===== config.mk =====
export PLATFORM = sky130hd
export DESIGN_NAME = dmem_arbiter
export DESIGN_NICKNAME = d
export VERILOG_FILES = /design/src/rtl/dmem_arbiter.sv
export SDC_FILE = /design/constraint.sdc
export NUM_CORES = 1
export LEC_CHECK = 0
export ABC_AREA = 1
export CORE_UTILIZATION = 36
export CTS_BUF_LIST = sky130_fd_sc_hd__clkbuf_16
export DETAILED_ROUTE_END_ITERATION = 8
export HOLD_SLACK_MARGIN = 0.03
export PLACE_DENSITY = 0.95
export SYNTH_ARGS = -nofsm -noshare
export SYNTH_HDL_FRONTEND = slang
export SYNTH_SLANG_ARGS = --single-unit

===== constraint.sdc =====
create_clock -name clk -period 2.62 [get_ports clk]
set_input_delay 0.524 -clock clk [delete_from_list [all_inputs] [get_ports clk]]
set_output_delay 0.524 -clock clk [all_outputs]
set_load 0.02 [all_outputs]

===== src/rtl/dmem_arbiter.sv =====
// Data-memory arbiter: pipeline MEM stage vs. external loader/debug port, with bounded ext wait and lock.
// Zero added latency on the CPU path; ext read data one cycle after grant; losers are held via cpu_stall / ~ext_gnt.
module dmem_arbiter #(
   parameter int AW           = 8,
   parameter int DW           = 32,
   parameter int EXT_MAX_WAIT = 4,
   parameter int LOCK_MAX     = 8
) (
   input  logic          clk,
   input  logic          rst,
   input  logic          cpu_req,
   input  logic          cpu_we,
   input  logic [AW-1:0] cpu_addr,
   input  logic [DW-1:0] cpu_wdata,
   output logic [DW-1:0] cpu_rdata,
   output logic          cpu_stall,
   input  logic          ext_req,
   input  logic          ext_we,
   input  logic          ext_lock,
   input  logic [AW-1:0] ext_addr,
   input  logic [DW-1:0] ext_wdata,
   output logic          ext_gnt,
   output logic          ext_rvalid,
   output logic [DW-1:0] ext_rdata,
   output logic [AW-1:0] mem_addr,
   output logic [DW-1:0] mem_data,
   output logic          mem_rden,
   output logic          mem_wren,
   input  logic [DW-1:0] mem_q
);

   localparam int WW = (EXT_MAX_WAIT < 1) ? 1 : $clog2(EXT_MAX_WAIT + 1);
   localparam int LW = (LOCK_MAX < 1) ? 1 : $clog2(LOCK_MAX + 1);
   localparam logic [WW-1:0] WAIT_TOP = WW'(EXT_MAX_WAIT);
   localparam logic [WW-1:0] WAIT_ONE = WW'(1);
   localparam logic [LW-1:0] LOCK_TOP = LW'(LOCK_MAX);
   localparam logic [LW-1:0] LOCK_ONE = LW'(1);

   typedef enum logic [1:0] {
      IDLE    = 2'd0,
      LOCK    = 2'd1,
      RELEASE = 2'd2
   } state_t;

   state_t        state, state_nxt;
   logic [WW-1:0] wait_cnt, wait_nxt;
   logic [LW-1:0] lock_cnt, lock_nxt;
   logic          cpu_gnt;
   logic          ext_xfer;
   logic          wait_sat;
   logic          rvalid_q;
   logic [DW-1:0] rdata_q;

   assign wait_sat  = (wait_cnt == WAIT_TOP);
   assign cpu_rdata = mem_q;

   // Registered read-return outputs are also held low for the whole reset cycle.
   assign ext_rvalid = rvalid_q & ~rst;
   assign ext_rdata  = rst ? '0 : rdata_q;

   always_comb begin
      ext_gnt   = 1'b0;
      cpu_gnt   = 1'b0;
      cpu_stall = 1'b0;
      ext_xfer  = 1'b0;
      mem_addr  = '0;
      mem_data  = '0;
      mem_rden  = 1'b0;
      mem_wren  = 1'b0;
      state_nxt = state;
      wait_nxt  = wait_cnt;
      lock_nxt  = lock_cnt;

      if (!rst) begin
         case (state)
            IDLE:    ext_gnt = ext_req & (~cpu_req | wait_sat);
            LOCK:    ext_gnt = ext_req;
            RELEASE: ext_gnt = ext_req & ~cpu_req;
            default: ext_gnt = 1'b0;
         endcase
         cpu_gnt   = cpu_req & ~ext_gnt & (state != LOCK);
         cpu_stall = cpu_req & ~cpu_gnt;
      end
      ext_xfer = ext_req & ext_gnt;

      if (ext_gnt) begin
         mem_addr = ext_addr;
         mem_data = ext_wdata;
         mem_rden = ~ext_we;
         mem_wren = ext_we;
      end else if (cpu_gnt) begin
         mem_addr = cpu_addr;
         mem_data = cpu_wdata;
         mem_rden = ~cpu_we;
         mem_wren = cpu_we;
      end

      if (ext_req && !ext_gnt) begin
         wait_nxt = wait_sat ? wait_cnt : wait_cnt + WAIT_ONE;
      end else begin
         wait_nxt = '0;
      end

      case (state)
         IDLE: begin
            if (ext_xfer && ext_lock) begin
               state_nxt = LOCK;
               lock_nxt  = LOCK_ONE;
            end
         end
         LOCK: begin
            // Dropping the lock wins over the forced release.
            if (!ext_lock) begin
               state_nxt = IDLE;
               lock_nxt  = '0;
            end else if (lock_cnt == LOCK_TOP) begin
               state_nxt = RELEASE;
               lock_nxt  = '0;
            end else begin
               lock_nxt  = lock_cnt + LOCK_ONE;
            end
         end
         RELEASE: begin
            state_nxt = IDLE;
            lock_nxt  = '0;
         end
         default: begin
            state_nxt = IDLE;
            lock_nxt  = '0;
         end
      endcase
   end

   always_ff @(posedge clk) begin
      if (rst) begin
         state    <= IDLE;
         wait_cnt <= '0;
         lock_cnt <= '0;
      end else begin
         state    <= state_nxt;
         wait_cnt <= wait_nxt;
         lock_cnt <= lock_nxt;
      end
   end

   always_ff @(posedge clk) begin
      if (rst) begin
         rvalid_q <= 1'b0;
         rdata_q  <= '0;
      end else begin
         rvalid_q <= ext_xfer & ~ext_we;
         if (ext_xfer && !ext_we) begin
            rdata_q <= mem_q;
         end
      end
   end

   a_one_enable: assert property (@(posedge clk) disable iff (rst) !(mem_rden && mem_wren));
   a_one_grant:  assert property (@(posedge clk) disable iff (rst) !(ext_gnt && cpu_gnt));

endmodule

==> results of run 1 <==
-- report_power, final --
part	switching [mW]	leakage (nW)	internal [mW]
Sequential	0.00766	0.341	0.661
Combinational	0.291	2.21	0.307
Clock	0.241	0.0730	0.349
-- routing by layer --
| metal | track usage (%) | routed length (um) |
|---|---|---|
| met3 | 5.724 | 673 |
| met2 | 47.47 | 5521 |
| met1 | 27.86 | 4097 |
| met5 | 0 | 0 |
| met4 | 8.333 | 253 |
-- path summary, 6_finish.rpt --
check,endpoint
max,ext_rdata[1]
min,lock_cnt[3]
max reg2reg,rdata_q[30]
min reg2reg,lock_cnt[3]
-- logic make-up (layout without fill, tap and decap cells) --
logic type               count (synthesis)  after routing
adder cells (fa/ha/maj)                  4              4
flip-flops                              42             42
AND/OR/NAND/NOR                        239            239
XOR/XNOR                                 3              3
AO/OA/AOI/OAI                           50             50
buffers and inverters                  146            338
-- worst max-delay path, delay by kind of cell --
family | cells | cell delay (ns)
and+or+nand+nor | 1 | 0.13
buffers and inverters | 3 | 1.37
-- cell usage after synthesis --
| library cell | count | area, um^2 |
|---|---|---|
| sky130_fd_sc_hd__nand3b_2 | 1 | 11.26 |
| sky130_fd_sc_hd__a211oi_1 | 1 | 7.510 |
| sky130_fd_sc_hd__inv_2 | 1 | 3.750 |
| sky130_fd_sc_hd__nand3_1 | 11 | 55.05 |
| sky130_fd_sc_hd__ha_1 | 4 | 50.05 |
| sky130_fd_sc_hd__nor2_1 | 103 | 386.6 |
| sky130_fd_sc_hd__clkbuf_1 | 7 | 26.28 |
| sky130_fd_sc_hd__o21ai_0 | 29 | 145.1 |
| sky130_fd_sc_hd__xnor2_1 | 1 | 8.760 |
| sky130_fd_sc_hd__o21ai_1 | 13 | 65.06 |
| sky130_fd_sc_hd__dfxtp_1 | 42 | 840.8 |
| sky130_fd_sc_hd__buf_6 | 2 | 22.52 |
| sky130_fd_sc_hd__nand3_2 | 2 | 20.02 |
| sky130_fd_sc_hd__nand2_1 | 116 | 435.4 |
| sky130_fd_sc_hd__nor4_1 | 1 | 6.260 |
| sky130_fd_sc_hd__a21oi_1 | 7 | 35.03 |
| sky130_fd_sc_hd__nor2_2 | 1 | 6.260 |
| sky130_fd_sc_hd__buf_4 | 35 | 262.8 |
| sky130_fd_sc_hd__clkbuf_2 | 1 | 5.000 |
| sky130_fd_sc_hd__nand2_2 | 1 | 6.260 |
| sky130_fd_sc_hd__inv_1 | 89 | 334.1 |
| sky130_fd_sc_hd__nand4_1 | 3 | 18.77 |
| sky130_fd_sc_hd__clkinv_1 | 1 | 3.750 |
| sky130_fd_sc_hd__xor2_1 | 2 | 17.52 |
| sky130_fd_sc_hd__buf_2 | 10 | 50.05 |
-- metrics by stage --
step / cell area, um^2 / utilization, %
floorplan: 2824 / -
global placement: 4961 / 66.97
detailed placement: 4961 / 66.97
CTS: 5066 / 68.38
global route: 4959 / 66.93
finish: 4959 / 66.93
-- registers in the layout, summed over array words and instances, names as in the netlist --
signal	cells
rdata_q	32
wait_cnt	3
state	2
lock_cnt	4
rvalid_q	1
-- layout make-up --
class | instances | area [um^2] | area share, %
Inverter | 91 | 341.6 | 6.889
Tap cell | 99 | 123.9 | 2.498
Clock buffer | 5 | 125.1 | 2.523
Clock inverter | 3 | 16.27 | 0.3280
Multi-Input combinational cell | 296 | 1275 | 25.71
Timing Repair Buffer | 239 | 2236 | 45.09
Sequential cell | 42 | 840.8 | 16.96
-- timing repair --
| item | 4_1_cts | 5_1_grt |
|---|---|---|
| hold endpoints to repair | 0 | 0 |
| setup endpoints to repair | 57 | 46 |
| gates cloned | 0 | 1 |
| gates resized for setup | 171 | 49 |
| setup buffers | 0 | 0 |
==> results.json, run 1 <==
{
  "outcome": "completed",
  "synth-warning-count": 0,
  "io_buffers": 227,
  "worst-slew-pin-transition_ns": 0.6297,
  "tritoncts.num_buffers": 5,
  "antenna_found_initial": 0,
  "multiplexer_share_of_the_synthesized_area_pct": 0,
  "min_path_type": "reg -> reg",
  "yosys.area_share.xor_xnor_pct": 0.9304,
  "antenna-diode-count": 0,
  "pin_count": 228,
  "synth_top_family_by_area": "simple AND/OR/NAND/NOR gates",
  "fillers": 623,
  "first_global_vias": 3585,
  "clk_pin_slew_worst_paths_ns": 0.05,
  "grt.overflow.total": 0,
  "area.growth.synth_to_final_pct": 75.59,
  "clock_insertion_delay_worst_skew_ns": 0.28,
  "die_area_um2": 8203,
  "drc": 0,
  "report.power.total_mw": 1.857,
  "setup-tns-final_ns": 0,
  "max_cap_viol_count": 0,
  "post_synth_and_or_nand_nor_area_fraction_pct": 33.50,
  "area_fraction_in_compound_gates_after_synthesis_pct": 8.950,
  "post-dp-hpwl_um": 8199,
  "final_max_slew_viol_count": 0,
  "route.detailed.wl_per_inst_um": 13.61,
  "rsz_0062_raised_after_global_routing": "true",
  "crit_path_frequent_cell": "sky130_fd_sc_hd__clkdlybuf4s50_1",
  "leakagePower_nw": 2.626,
  "timing.final.crit_period_ns": 2.559,
  "mostFrequentLayoutCells": "175 x sky130_fd_sc_hd__clkdlybuf4s50_1, 116 x sky130_fd_sc_hd__nand2_1, 103 x sky130_fd_sc_hd__nor2_1, 90 x sky130_fd_sc_hd__inv_1, 42 x sky130_fd_sc_hd__dfxtp_1",
  "wire_length_of_the_first_global_routing_pass_um": 16950,
  "dp_cells": 766,
  "max_freq_ghz": 0.3908,
  "synth.cell_area_um2": 2824,
  "ctsLongestPathBuffers": 2,
  "r2r_cells": 9,
  "post-route-period-util_pct": 97.67,
  "criticalPathCategory": "in -> out",
  "seq_area_frac_synth_pct": 29.77,
  "grt_util_all_layers_pct": 25.35,
  "cell_count_of_the_worst_hold_path": 2,
  "synthesis.area_per_instance_um2": 5.835,
  "synthesized_net_count": 607,
  "routed_via_density": 4.548,
  "critical_path_capture_point_type": "output pin",
  "hold_buffers": 0,
  "preCtsSetupSlack_ns": -0.4207,
  "cp_max_fo": 32,
  "place_congestion": 0.8015,
  "synthCells": 484,
  "layout-drive-gt1-share_pct": 9.763,
  "synth-seq-cells": 42,
  "type_of_element_launching_the_critical_path": "input pin",
  "clock-root-buffer": "sky130_fd_sc_hd__clkbuf_16",
  "layout.cells.most_common": "sky130_fd_sc_hd__clkdlybuf4s50_1",
  "finalHoldWorstSlack_ns": 0.5062,
  "critPathMaxStageDelay_ns": 0.61,
  "hold_path.startpoint": "lock_cnt[3]",
  "grt_max_degree": 66,
  "cts_sinks": 42,
  "fin_ws_ns": 0.06101,
  "critPathArrivalTime_ns": 2.03,
  "max_slew_margin_pct": 58.02,
  "total_setup_violations_reported_at_the_end_of_the_flow": 0,
  "die_x_um": 90.57,
  "crit_required_ns": 2.10,
  "die_height_um": 90.57,
  "hold_viol": 0,
  "drt_first_pass_iters": 7,
  "finalWirelength_um": 10550,
  "timing.reg2reg.setup_slack_ns": 0.76,
  "fp-row-count": 31,
  "critPathLaunch": "rst",
  "largest_clock_skew_in_the_final_design_ns": 0.007345,
  "ys_types": 25,
  "list_of_cells_traversed_by_the_critical_path": "clkdlybuf4s50_1 > buf_8 > nor2_1 > clkdlybuf4s50_1",
  "ir_drop_uv": 297.2,
  "floorplan.core_area_um2": 7408,
  "final_antenna_net_count": 0,
  "num_vias": 3525,
  "power.density_nw_per_um2": 374.6,
  "fin_cells": 775,
  "crit_slowest_cell": "sky130_fd_sc_hd__clkdlybuf4s50_1",
  "first_iter_violations": 107,
  "initial_utilization_pct": 38.12,
  "cts-htree-levels": 2,
  "regToRegStartpoint": "wait_cnt[0]",
  "cts_tree": "yes",
  "post_synth_fa_ha_maj_area_fraction_pct": 1.772,
  "number_of_nets_at_the_end_of_the_flow": 798
}
Note: power is estimated with default switching activity, not from simulation.
==> run 2, diff against run 1 <==
--- a/config.mk
+++ b/config.mk
@@ -6,11 +6,11 @@
 export NUM_CORES = 1
 export LEC_CHECK = 0
 export ABC_AREA = 1
-export CORE_UTILIZATION = 36
+export CORE_UTILIZATION = 30
 export CTS_BUF_LIST = sky130_fd_sc_hd__clkbuf_16
 export DETAILED_ROUTE_END_ITERATION = 8
 export HOLD_SLACK_MARGIN = 0.03
-export PLACE_DENSITY = 0.95
+export PLACE_DENSITY = 0.85
 export SYNTH_ARGS = -nofsm -noshare
 export SYNTH_HDL_FRONTEND = slang
 export SYNTH_SLANG_ARGS = --single-unit
==> run 2 against run 1 <==
Worst hold slack gained 0.0025 ns; clock skew shrank 0.0033 ns; non-clock buffer count is the same; via count shrank 0.40%; wire length shrank 8.0%; sequential power is essentially flat; total power shrank 0.41%; global-route usage shrank 5.7 points; fmax is essentially flat; final cell count grew 1.5%; clock-buffer cell count is the same; cell area shrank 0.18%.
==> results.json, run 2 (synthesized netlist as in run 1, its figures left out) <==
{
  "outcome": "completed",
  "setup-tns-final_ns": 0,
  "p_clk_share_pct": 32.1,
  "pin_count": 228,
  "number_of_nets_at_the_end_of_the_flow": 798,
  "switching_power_summed_over_all_nets_mw": 0.5363,
  "timing.final.crit_period_ns": 2.560,
  "tritoncts.num_buffers": 5,
  "first_global_vias": 3470,
  "fin_ws_ns": 0.06004,
  "hold_path.startpoint": "lock_cnt[3]",
  "area_of_combinational_cells_with_multiple_inputs_um2": 1275,
  "cell_internal_pwr_mw": 1.313,
  "wire_length_of_the_first_global_routing_pass_um": 15730,
  "leakagePower_nw": 2.631,
  "cell_count_of_the_worst_hold_path": 2,
  "largest_clock_skew_in_the_final_design_ns": 0.004032,
  "first_iter_violations": 104,
  "grt_max_degree": 66,
  "type_of_element_launching_the_critical_path": "input pin",
  "max_freq_ghz": 0.3906,
  "grt_util_all_layers_pct": 19.63,
  "cp_max_fo": 32,
  "cts_tree": "yes",
  "initial_utilization_pct": 30.71,
  "ir_drop_uv": 246.0,
  "largest_reg_flops": 32,
  "max_slew_margin_pct": 58.63,
  "drt_first_pass_iters": 5,
  "top_regs": "rdata_q: 32 flops, lock_cnt: 4 flops, wait_cnt: 3 flops",
  "power.share.combinational_pct": 31.8,
  "clock-root-buffer": "sky130_fd_sc_hd__clkbuf_16",
  "cts_sinks": 42,
  "critPathArrivalTime_ns": 2.04,
  "criticalPathCategory": "in -> out",
  "die_area_um2": 9805,
  "worst-slew-pin-transition_ns": 0.6206,
  "grt.overflow.total": 0,
  "power_frac_seq_pct": 36.1,
  "preCtsSetupSlack_ns": -0.3479,
  "worst_min_delay_path_endpoint": "lock_cnt[3]",
  "route.detailed.wl_per_inst_um": 12.33,
  "final_max_slew_viol_count": 0,
  "regToRegStartpoint": "wait_cnt[0]",
  "area.growth.synth_to_final_pct": 75.28,
  "registers.top_by_ff_count": "rdata_q",
  "post-route-util_pct": 53.82,
  "routed_via_density": 4.461,
  "finalInstanceArea_um2": 4950,
  "io_buffers": 227,
  "die_x_um": 99.02,
  "drc": 0,
  "die_height_um": 99.02,
  "swShare_pct": 28.99,
  "rsz_0062_raised_after_global_routing": "true",
  "report.power.total_mw": 1.850,
  "layout-drive-gt1-share_pct": 9.763,
  "total_setup_violations_reported_at_the_end_of_the_flow": 0,
  "fp-row-count": 35,
  "post-route-period-util_pct": 97.71,
  "r2r_cells": 10,
  "area.sequential_um2": 840.8,
  "critPathLaunch": "rst",
  "max_cap_viol_count": 0,
  "finalWirelength_um": 9703,
  "post-dp-hpwl_um": 7531,
  "place_congestion": 0.8272,
  "clock_insertion_delay_worst_skew_ns": 0.28,
  "crit_required_ns": 2.10,
  "post_cts_buffers": 0,
  "cts-htree-levels": 2,
  "min_path_type": "reg -> reg",
  "critical_path_capture_point_type": "output pin",
  "fillers": 907,
  "mostFrequentLayoutCells": "174 x sky130_fd_sc_hd__clkdlybuf4s50_1, 116 x sky130_fd_sc_hd__nand2_1, 103 x sky130_fd_sc_hd__nor2_1, 90 x sky130_fd_sc_hd__inv_1, 42 x sky130_fd_sc_hd__dfxtp_1",
  "floorplan.core_area_um2": 9196,
  "antenna-diode-count": 0,
  "hold_viol": 0,
  "detailed_place.area_um2": 4984,
  "layout.cells.most_common": "sky130_fd_sc_hd__clkdlybuf4s50_1",
  "timing.reg2reg.setup_slack_ns": 0.64,
  "power.density_nw_per_um2": 373.7,
  "num_vias": 3511,
  "r2r_end": "rdata_q[24]",
  "final_antenna_net_count": 0,
  "antenna_found_initial": 0,
  "clk_pin_slew_worst_paths_ns": 0.06,
  "ctsLongestPathBuffers": 2
}
==> run 2: cell count changes in the layout (fill, tap and decap cells not counted) <==
cell                              change
sky130_fd_sc_hd__buf_4                -2
sky130_fd_sc_hd__clkdlybuf4s50_1      -1
sky130_fd_sc_hd__clkdlybuf4s15_1      -1
sky130_fd_sc_hd__buf_2               -15
sky130_fd_sc_hd__clkbuf_2            +18
sky130_fd_sc_hd__clkbuf_16            -1
sky130_fd_sc_hd__dlygate4sd1_1        +1
sky130_fd_sc_hd__dlymetal6s2s_1       +1
==> run 2: worst max-delay path: stages <==
cell                              delay, ns
sky130_fd_sc_hd__clkdlybuf4s50_1       0.51
sky130_fd_sc_hd__buf_8                 0.24
sky130_fd_sc_hd__nor2_1                0.12
sky130_fd_sc_hd__clkdlybuf4s50_1       0.63
==> run 2: worst max path at each step <==
stage               depth (start not counted)  slack [ns]            to
detailed placement                          9       -0.35   mem_data[3]
global route                                9      -0.006   mem_addr[6]
floorplan                                   8        0.49   mem_addr[0]
finish                                      4        0.06  ext_rdata[9]
global placement                            9       -0.35   mem_data[6]
CTS                                         9      -0.002   mem_data[6]
==> run 2: layout make-up <==
class	instances	area share, %
timing repair buffer	239	44.69
multi-input combinational	296	25.76
sequential	42	16.99
inverter	91	6.901
tap	111	2.806
clock buffer	5	2.528
clock inverter	3	0.3286
==> run 2: metal layers <==
layer  vias up  track usage, %  part of all wire (%)  routed length, um
li1       1774               -                     -                  -
met1      1563           19.67                    37               3612
met2       154           38.52                    52               5007
met3        20           5.106                   8.4                813
met4         0           7.118                   2.8                269
met5         -               0                     0                  0
==> run 2: power groups by stage <==
stage | logic (mW) | registers, mW | clock network [mW]
after global placement | 0.616 | 0.681 | 0
after detailed placement | 0.625 | 0.683 | 0
final | 0.588 | 0.668 | 0.593
after global routing | 0.634 | 0.670 | 0.638
after floorplan | 0.280 | 0.681 | 0
after CTS | 0.608 | 0.668 | 0.614
==> run 2: timing repair <==
action                     CTS  global route
cloned                       0             0
hold buffers                 0             0
gates resized for setup    119            82
setup endpoints to repair   76            67
pin swaps                    0             0
==> run 2: per-stage QoR <==
step	std cells	hold WS, ns
floorplan	484	0.4645
global placement	779	0.4733
global route	787	0.5530
detailed placement	779	0.4959
CTS	787	0.5044
finish	787	0.5087
